File: src/rtl/strided_tile_streamer.sv
// Command-driven strided row loader: issues credit-limited memory reads at base + k*stride,
// buffers responses in a row FIFO and streams them out over ready/valid with last.
module strided_tile_streamer #(
    parameter int unsigned DATA_WIDTH          = 8,
    parameter int unsigned N                   = 4,
    parameter int unsigned MEMORY_ADDRESS_BITS = 64,
    parameter int unsigned MAX_MATRIX_LENGTH   = 4096,
    parameter int unsigned COUNTER_BITS        = $clog2(MAX_MATRIX_LENGTH + 1),
    parameter int unsigned FIFO_DEPTH          = 8
) (
    input  logic                           clk,
    input  logic                           reset,
    input  logic                           cmd_valid_i,
    output logic                           cmd_ready_o,
    input  logic [MEMORY_ADDRESS_BITS-1:0] cmd_addr_i,
    input  logic [MEMORY_ADDRESS_BITS-1:0] cmd_stride_i,
    input  logic [COUNTER_BITS-1:0]        cmd_len_i,
    output logic                           mem_req_valid_o,
    input  logic                           mem_req_ready_i,
    output logic [MEMORY_ADDRESS_BITS-1:0] mem_req_addr_o,
    input  logic                           mem_rsp_valid_i,
    input  logic [N*DATA_WIDTH-1:0]        mem_rsp_data_i,
    output logic                           out_valid_o,
    input  logic                           out_ready_i,
    output logic [N*DATA_WIDTH-1:0]        out_data_o,
    output logic                           out_last_o,
    output logic                           busy_o,
    output logic                           err_unexpected_rsp_o
);

    localparam int unsigned RowWidth = N * DATA_WIDTH;
    localparam int unsigned PtrBits  = $clog2(FIFO_DEPTH);
    localparam int unsigned CntBits  = $clog2(FIFO_DEPTH + 1);
    localparam logic [COUNTER_BITS-1:0] MaxLen = COUNTER_BITS'(MAX_MATRIX_LENGTH);
    localparam logic [CntBits:0] DepthLimit = (CntBits + 1)'(FIFO_DEPTH);

    typedef enum logic [1:0] {StIdle, StIssue, StDrain} state_e;

    state_e                         state_q, state_d;
    logic [MEMORY_ADDRESS_BITS-1:0] addr_q, addr_d;
    logic [MEMORY_ADDRESS_BITS-1:0] stride_q, stride_d;
    logic [COUNTER_BITS-1:0]        len_q, len_d;
    logic [COUNTER_BITS-1:0]        issued_q, issued_d;
    logic [COUNTER_BITS-1:0]        delivered_q, delivered_d;
    logic [CntBits-1:0]             outstanding_q, outstanding_d;
    logic [CntBits-1:0]             count_q, count_d;
    logic [PtrBits-1:0]             wr_ptr_q, rd_ptr_q;
    logic [RowWidth-1:0]            fifo_q [FIFO_DEPTH];
    logic                           err_q;

    logic [COUNTER_BITS-1:0] len_clamped;
    logic [CntBits:0]        inflight;
    logic                    credit_ok;
    logic                    req_fire;
    logic                    rsp_accept;
    logic                    pop;

    assign len_clamped = (cmd_len_i > MaxLen) ? MaxLen : cmd_len_i;

    // Every outstanding read owns a FIFO slot, so responses can never overflow it.
    assign inflight  = {1'b0, outstanding_q} + {1'b0, count_q};
    assign credit_ok = inflight < DepthLimit;

    assign cmd_ready_o     = (state_q == StIdle);
    assign busy_o          = (state_q != StIdle);
    assign mem_req_valid_o = (state_q == StIssue) && credit_ok;
    assign mem_req_addr_o  = addr_q;
    assign req_fire        = mem_req_valid_o && mem_req_ready_i;
    assign rsp_accept      = mem_rsp_valid_i && (outstanding_q != '0);

    assign out_valid_o = (count_q != '0);
    assign out_data_o  = out_valid_o ? fifo_q[rd_ptr_q] : '0;
    assign out_last_o  = out_valid_o && (delivered_q == len_q - 1'b1);
    assign pop         = out_valid_o && out_ready_i;

    assign err_unexpected_rsp_o = err_q;

    always_comb begin
        state_d     = state_q;
        addr_d      = addr_q;
        stride_d    = stride_q;
        len_d       = len_q;
        issued_d    = issued_q;
        delivered_d = delivered_q;
        unique case (state_q)
            StIdle: begin
                if (cmd_valid_i) begin
                    addr_d      = cmd_addr_i;
                    stride_d    = cmd_stride_i;
                    len_d       = len_clamped;
                    issued_d    = '0;
                    delivered_d = '0;
                    if (len_clamped != '0) begin
                        state_d = StIssue;
                    end
                end
            end
            StIssue: begin
                if (req_fire) begin
                    addr_d   = addr_q + stride_q;
                    issued_d = issued_q + 1'b1;
                    if (issued_q == len_q - 1'b1) begin
                        state_d = StDrain;
                    end
                end
            end
            StDrain: begin
                if (pop && out_last_o) begin
                    state_d = StIdle;
                end
            end
            default: state_d = StIdle;
        endcase
        if (pop) begin
            delivered_d = delivered_q + 1'b1;
        end
    end

    always_comb begin
        outstanding_d = outstanding_q;
        unique case ({req_fire, rsp_accept})
            2'b10:   outstanding_d = outstanding_q + 1'b1;
            2'b01:   outstanding_d = outstanding_q - 1'b1;
            default: outstanding_d = outstanding_q;
        endcase
    end

    always_comb begin
        count_d = count_q;
        unique case ({rsp_accept, pop})
            2'b10:   count_d = count_q + 1'b1;
            2'b01:   count_d = count_q - 1'b1;
            default: count_d = count_q;
        endcase
    end

    always_ff @(posedge clk) begin
        if (reset) begin
            state_q       <= StIdle;
            addr_q        <= '0;
            stride_q      <= '0;
            len_q         <= '0;
            issued_q      <= '0;
            delivered_q   <= '0;
            outstanding_q <= '0;
            count_q       <= '0;
            wr_ptr_q      <= '0;
            rd_ptr_q      <= '0;
            err_q         <= 1'b0;
        end else begin
            state_q       <= state_d;
            addr_q        <= addr_d;
            stride_q      <= stride_d;
            len_q         <= len_d;
            issued_q      <= issued_d;
            delivered_q   <= delivered_d;
            outstanding_q <= outstanding_d;
            count_q       <= count_d;
            if (rsp_accept) begin
                wr_ptr_q <= wr_ptr_q + 1'b1;
            end
            if (pop) begin
                rd_ptr_q <= rd_ptr_q + 1'b1;
            end
            if (mem_rsp_valid_i && (outstanding_q == '0)) begin
                err_q <= 1'b1;
            end
        end
    end

    // Row storage needs no reset: the read side is gated by the cleared count.
    always_ff @(posedge clk) begin
        if (rsp_accept) begin
            fifo_q[wr_ptr_q] <= mem_rsp_data_i;
        end
    end

endmodule

File: config.mk
export PLATFORM = sky130hd
export DESIGN_NAME = strided_tile_streamer
export DESIGN_NICKNAME = d
export VERILOG_FILES = /design/src/rtl/strided_tile_streamer.sv
export SDC_FILE = /design/constraint.sdc
export NUM_CORES = 1
export LEC_CHECK = 0
export CORE_MARGIN = 5
export CORE_UTILIZATION = 36
export CTS_CLUSTER_SIZE = 25
export DETAILED_ROUTE_END_ITERATION = 7
export HOLD_SLACK_MARGIN = 0.03
export PLACE_DENSITY = 0.65
export RECOVER_POWER = 25
export SETUP_SLACK_MARGIN = 0.15
export SYNTH_ARGS = -nofsm -noshare
export SYNTH_HDL_FRONTEND = slang
export SYNTH_SLANG_ARGS = --single-unit
File: constraint.sdc
create_clock -name clk -period 4 [get_ports clk]
set_input_delay 0.8 -clock clk [delete_from_list [all_inputs] [get_ports clk]]
set_output_delay 0.8 -clock clk [all_outputs]
set_load 0.1 [all_outputs]
* Word level (Yosys, flattened, before mapping)
Memories as Yosys holds them, arrays and structs flattened. A register that Yosys moved wholly into a read port is not among the register bits.
Cells that the tools add are included.
** Word-level totals
- Register bits :: 184
- Memories kept :: 1
- Bits in writable memories :: 256
- Output and inout bits :: 102
- Word-level logic and storage cells :: 82
** Memory list
- fifo_q :: depth 8, width 32, read ports 1, clocked after Yosys merged registers in 1, write ports 1, line 48 : logic [RowWidth-1:0] fifo_q [FIFO_DEPTH];
** Cells by class
- Eq/ne operators :: 13
- Multiplexer cells :: 22
- Reductions and logical operators :: 22
- Order comparisons :: 2
- Add/sub/neg operators :: 11
** Operators with widths (number)
- $mux 64 :: 2
- $pmux 64 s2 :: 1
- $mux 13 :: 5
- $add 64x64->64 :: 1
- $mux 32 :: 1
- $add 13x1->13 const B :: 2
- $eq 13x13->1 :: 2
- $pmux 13 s2 :: 1
- $pmux 4 s2 :: 2
- $gt 13x13->1 const B :: 1
- $reduce_bool 13->1 :: 1
- $sub 13x1->13 const B :: 1
- $reduce_bool 2->1 :: 6
- $mux 2 :: 5
- $add 4x1->4 const B :: 2
- $reduce_bool 4->1 :: 2
- $sub 4x1->4 const B :: 2
- $logic_and 1x1->1 :: 7
- $add 3x1->3 const B :: 2
- $eq 2x1->1 const B :: 3
- $eq 2x2->1 const B :: 3
- $mux 3 :: 2
- $ne 2x2->1 const B :: 3
- $pmux 2 s3 :: 1
- other kinds (9) :: 12

* Longest topological paths before layout
- Word-level depth :: 6
- Gate-level depth with buffers :: 14
- Depth with buffers taken out :: 13

* Worst setup path after synthesis
Ideal clock, no wire load.
- Path type :: flip-flop to output port
- Start :: register len_q[2]
- End :: output port out_last_o
- Arrival :: 4481 ps
- Cell stages (with the launch flop) :: 9
- Data required time :: 3200 ps
- Buffers on the path :: 0
- Slack :: -1281 ps
- Cells stage by stage :: dfxtp_1 nor3_1 nor3b_1 nand2_1 nor4_1 xnor2_1 xor2_1 nand4_1 nor4_1
** Between the ends
- Cells in the longest elaborated chain, start to end :: 3
** RTL lines
- start: declaration :: line 42 : logic [COUNTER_BITS-1:0] len_q, len_d;
- start signal: assignment :: line 154 : len_q <= len_d;
- $sub 13x1->13 :: line 73 : assign out_last_o = out_valid_o && (delivered_q == len_q - 1'b1);
- $eq 13x13->1 :: line 73
- $logic_and 1x1->1 :: line 73
- end: declaration :: line 26 : output logic out_last_o,
No other way between the ends.

* Worst setup path in the final report
Ends and elaborated chain as after synthesis.

==> run metrics <==
Sink Count 443; Crit-path slowest cell nor4_4; Rows 89; max-slew violations 0; RSZ-0062 raised after global routing false; crit path launch type register; # fillers 5414; die width 253 um; GR Layer Usage met2 30.7%; max_cap viols 0; DRT Pass-1 Iters 5; Hold WS 0.459 ns; drt total wl 60.8 mm; ys flop type edfxtp_1; layout cells sized above 1 11.3%; via count 16.2k; Peak Freq 268 MHz; combinational share of power 36.9%; Post-Route Skew 0.0496 ns; initial antenna violation count 8; htree depth 2; TritonCTS Buffers 48; clock latency on the worst-skew pair 0.61 ns; RD Place Congestion 0.921; register area 0.0114 mm2; post-synthesis area per instance 10.9 um2; largest net degree at the start of global routing 91; I/O Buffers 280; Seq/Total Area, Yosys 53.6%; endpoint class of the critical path output port; Net Sw Frac 39.8%; final setup fails 0; # IOs 281; total power 15.7 mW; vias in the first global route 16.4k; Reg power frac 34.8%; clock-pin slew on the worst setup and hold paths 0.05 ns; synthesized net count 2211; asr flop ratio synth 0%; clk buf depth 3; hold crit path type reg -> reg; Crit path largest cell delay 0.37 ns; routed len/inst 20.2 um; CTS root buffer clkbuf_16; GRT overflow 0; Rel. slew slack 22.1%; final worst slack 0.274 ns; Die Footprint 0.0643 mm2; register bit total from synthesis 443; hpwl dp 41.9 mm; CP Max Fanout 5; Int Pwr 9.45 mW; Tcrit/Tclk final 93.1%; placed cells 2924; CP most frequent cell nor3_1; Pleak 9.55 nW; Die Span Y 253 um; Cell variety after synth 67; Final min period 3.73 ns; initial DRC count 1085; Finished Cell Area 0.0266 mm2; required time worst endpoint 3.20 ns; busiest grt layer met2; Layout Nets 2462; met3 global-route usage 4.11%; Finished Core Util 45.2%; worst slew pin tran 1.17 ns; Clk network pwr share 28.3%; final hold vios 0; met1 Use GR 24.0%; Setup TNS Final 0 ns; initial core utilization 36.2%; Post-synth EDFFs 256; area of the multi-input gates 0.00946 mm2; CTS tree yes; area delta synth->final 24.8%; Pwr Density 589 mW/mm2; Core Area 0.0589 mm2; YS warnings 0; Max IR drop VDD 0.777 mV; Net Switching 6.24 mW; CP Class reg -> out; Syn Inst Count 1952; setup slack after placement 0.325 ns; Tot GR Track Use 18.5%; Routed Antenna Nets 0; Layout Cells excl Fill 3014; crit path DAT 2.93 ns; status finished clean; Synth Cell Area 0.0213 mm2; Via density 5.36; crit path cell chain nor3_1 > nor3b_2 > nand2_1 > nor3_1 > xnor2_1 > xor2_1 > nand4_1 > nor4_4 > buf_12; DRC errors left 0; Area after DPL 0.0250 mm2; first-pass GRT wire length 94.2 mm
## layout by cell type (no fill, tap or decap), types with 36 or more instances in the layout
cell type,synthesis,layout
a21oi_1,178,175
a311oi_1,36,36
buf_4,1,66
clkbuf_16,0,48
clkdlybuf4s50_1,0,217
dfxtp_1,187,184
edfxtp_1,256,256
ha_1,77,77
mux2i_1,39,39
mux4_2,64,64
nand2_1,287,285
nor2_1,183,179
o21ai_0,64,64
xnor2_1,50,50
xor2_1,57,57
## critical path: cells and delay by family (launching register included)
kind | cells | cell delay, ns
buf+inv | 1 | 0.22
xor+xnor | 2 | 0.39
simple gates | 6 | 1.39
flops | 1 | 0.36
## timing repair
| item | 4_1_cts | 5_1_grt |
|---|---|---|
| resized for setup | 2 | 4 |
| pin swaps | 0 | 2 |
| setup buffers | 0 | 2 |
| hold buffers | 0 | 0 |
| endpoints found under the setup margin | 1 | 4 |
## cells in the mapped netlist (4+ instances only)
library cell	instances	area, um2
a211o_1	4	35.0
a21oi_1	178	891
nand4_1	22	138
a221oi_1	4	35.0
inv_1	33	124
and2_1	7	43.8
clkbuf_1	81	304
buf_2	15	75.1
nand2b_1	10	62.6
nor2b_1	8	50.1
xor2_1	57	499
a21o_1	27	203
buf_1	17	63.8
ha_1	77	963
a31oi_1	11	68.8
o21ai_0	64	320
xnor2_1	50	438
mux2i_1	39	390
nor2_1	183	687
o21a_1	10	75.1
nor4_1	13	81.3
o211ai_1	12	90.1
a2111oi_0	8	70.1
and3_1	14	87.6
o21ai_2	4	35.0
dfxtp_1	187	3740
or3_1	14	87.6
a311oi_1	36	315
o21bai_1	10	75.1
nor3b_1	4	30.0
nor3_1	35	175
a22oi_1	12	90.1
nand2_1	287	1080
edfxtp_1	256	7690
a211oi_1	22	165
mux4_2	64	1440
nand3_1	29	145
## layout make-up
type	instances	area share (%)
multi-input cells	1361	35.5
flip-flops and latches	443	42.9
inverters	34	0.479
diodes	4	0.0376
clock buffers	58	4.76
clock inverters	26	1.21
well taps	773	3.63
repair buffers	315	11.4
## worst paths after layout
check,start,endpoint,slack (ns),depth (start not counted)
worst max-delay path,len_q[2],out_last_o,0.27,9
worst min-delay path,stride_q[4],stride_q[4],0.46,2
worst max register to register,mem_req_addr_o[0],mem_req_addr_o[44],0.55,13
worst min register to register,stride_q[4],stride_q[4],0.46,2
## power by group through the flow
stage | sequential [mW] | clock (mW) | combinational [mW]
after floorplan | 6.16 | 0 | 3.61
after global placement | 5.54 | 0 | 5.75
after detailed placement | 5.56 | 0 | 5.80
after CTS | 5.46 | 4.55 | 5.83
after global routing | 5.50 | 4.75 | 6.15
final | 5.45 | 4.44 | 5.80
## routing by layer
metal  vias up  share of wire [%]
met2       455                 48
li1       7710                  -
met1      7870                 42
met3       112                6.9
met4         6                3.6
met5         -              0.049
## registers in the layout, summed over array words and instances (netlist names), named ones only
register and flops:
count_q 4, delivered_q 13, err_unexpected_rsp_o 1, fifo_q 256, issued_q 13, len_q 13
mem_req_addr_o 64, outstanding_q 4, rd_ptr_q 3, state_q 2, stride_q 64, wr_ptr_q 3
## kinds of logic after synthesis
group | Yosys count | share of synthesized area (%)
and+or+nand+nor | 638 | 13.0
DFF | 443 | 53.6
AOI/OAI and AO/OA | 431 | 12.9
buffers and inverters | 148 | 2.71
xor gates and xnor gates | 107 | 4.39
muxes | 105 | 8.69
adders and majority gates | 80 | 4.80
Power figures use the tool's default switching activity.
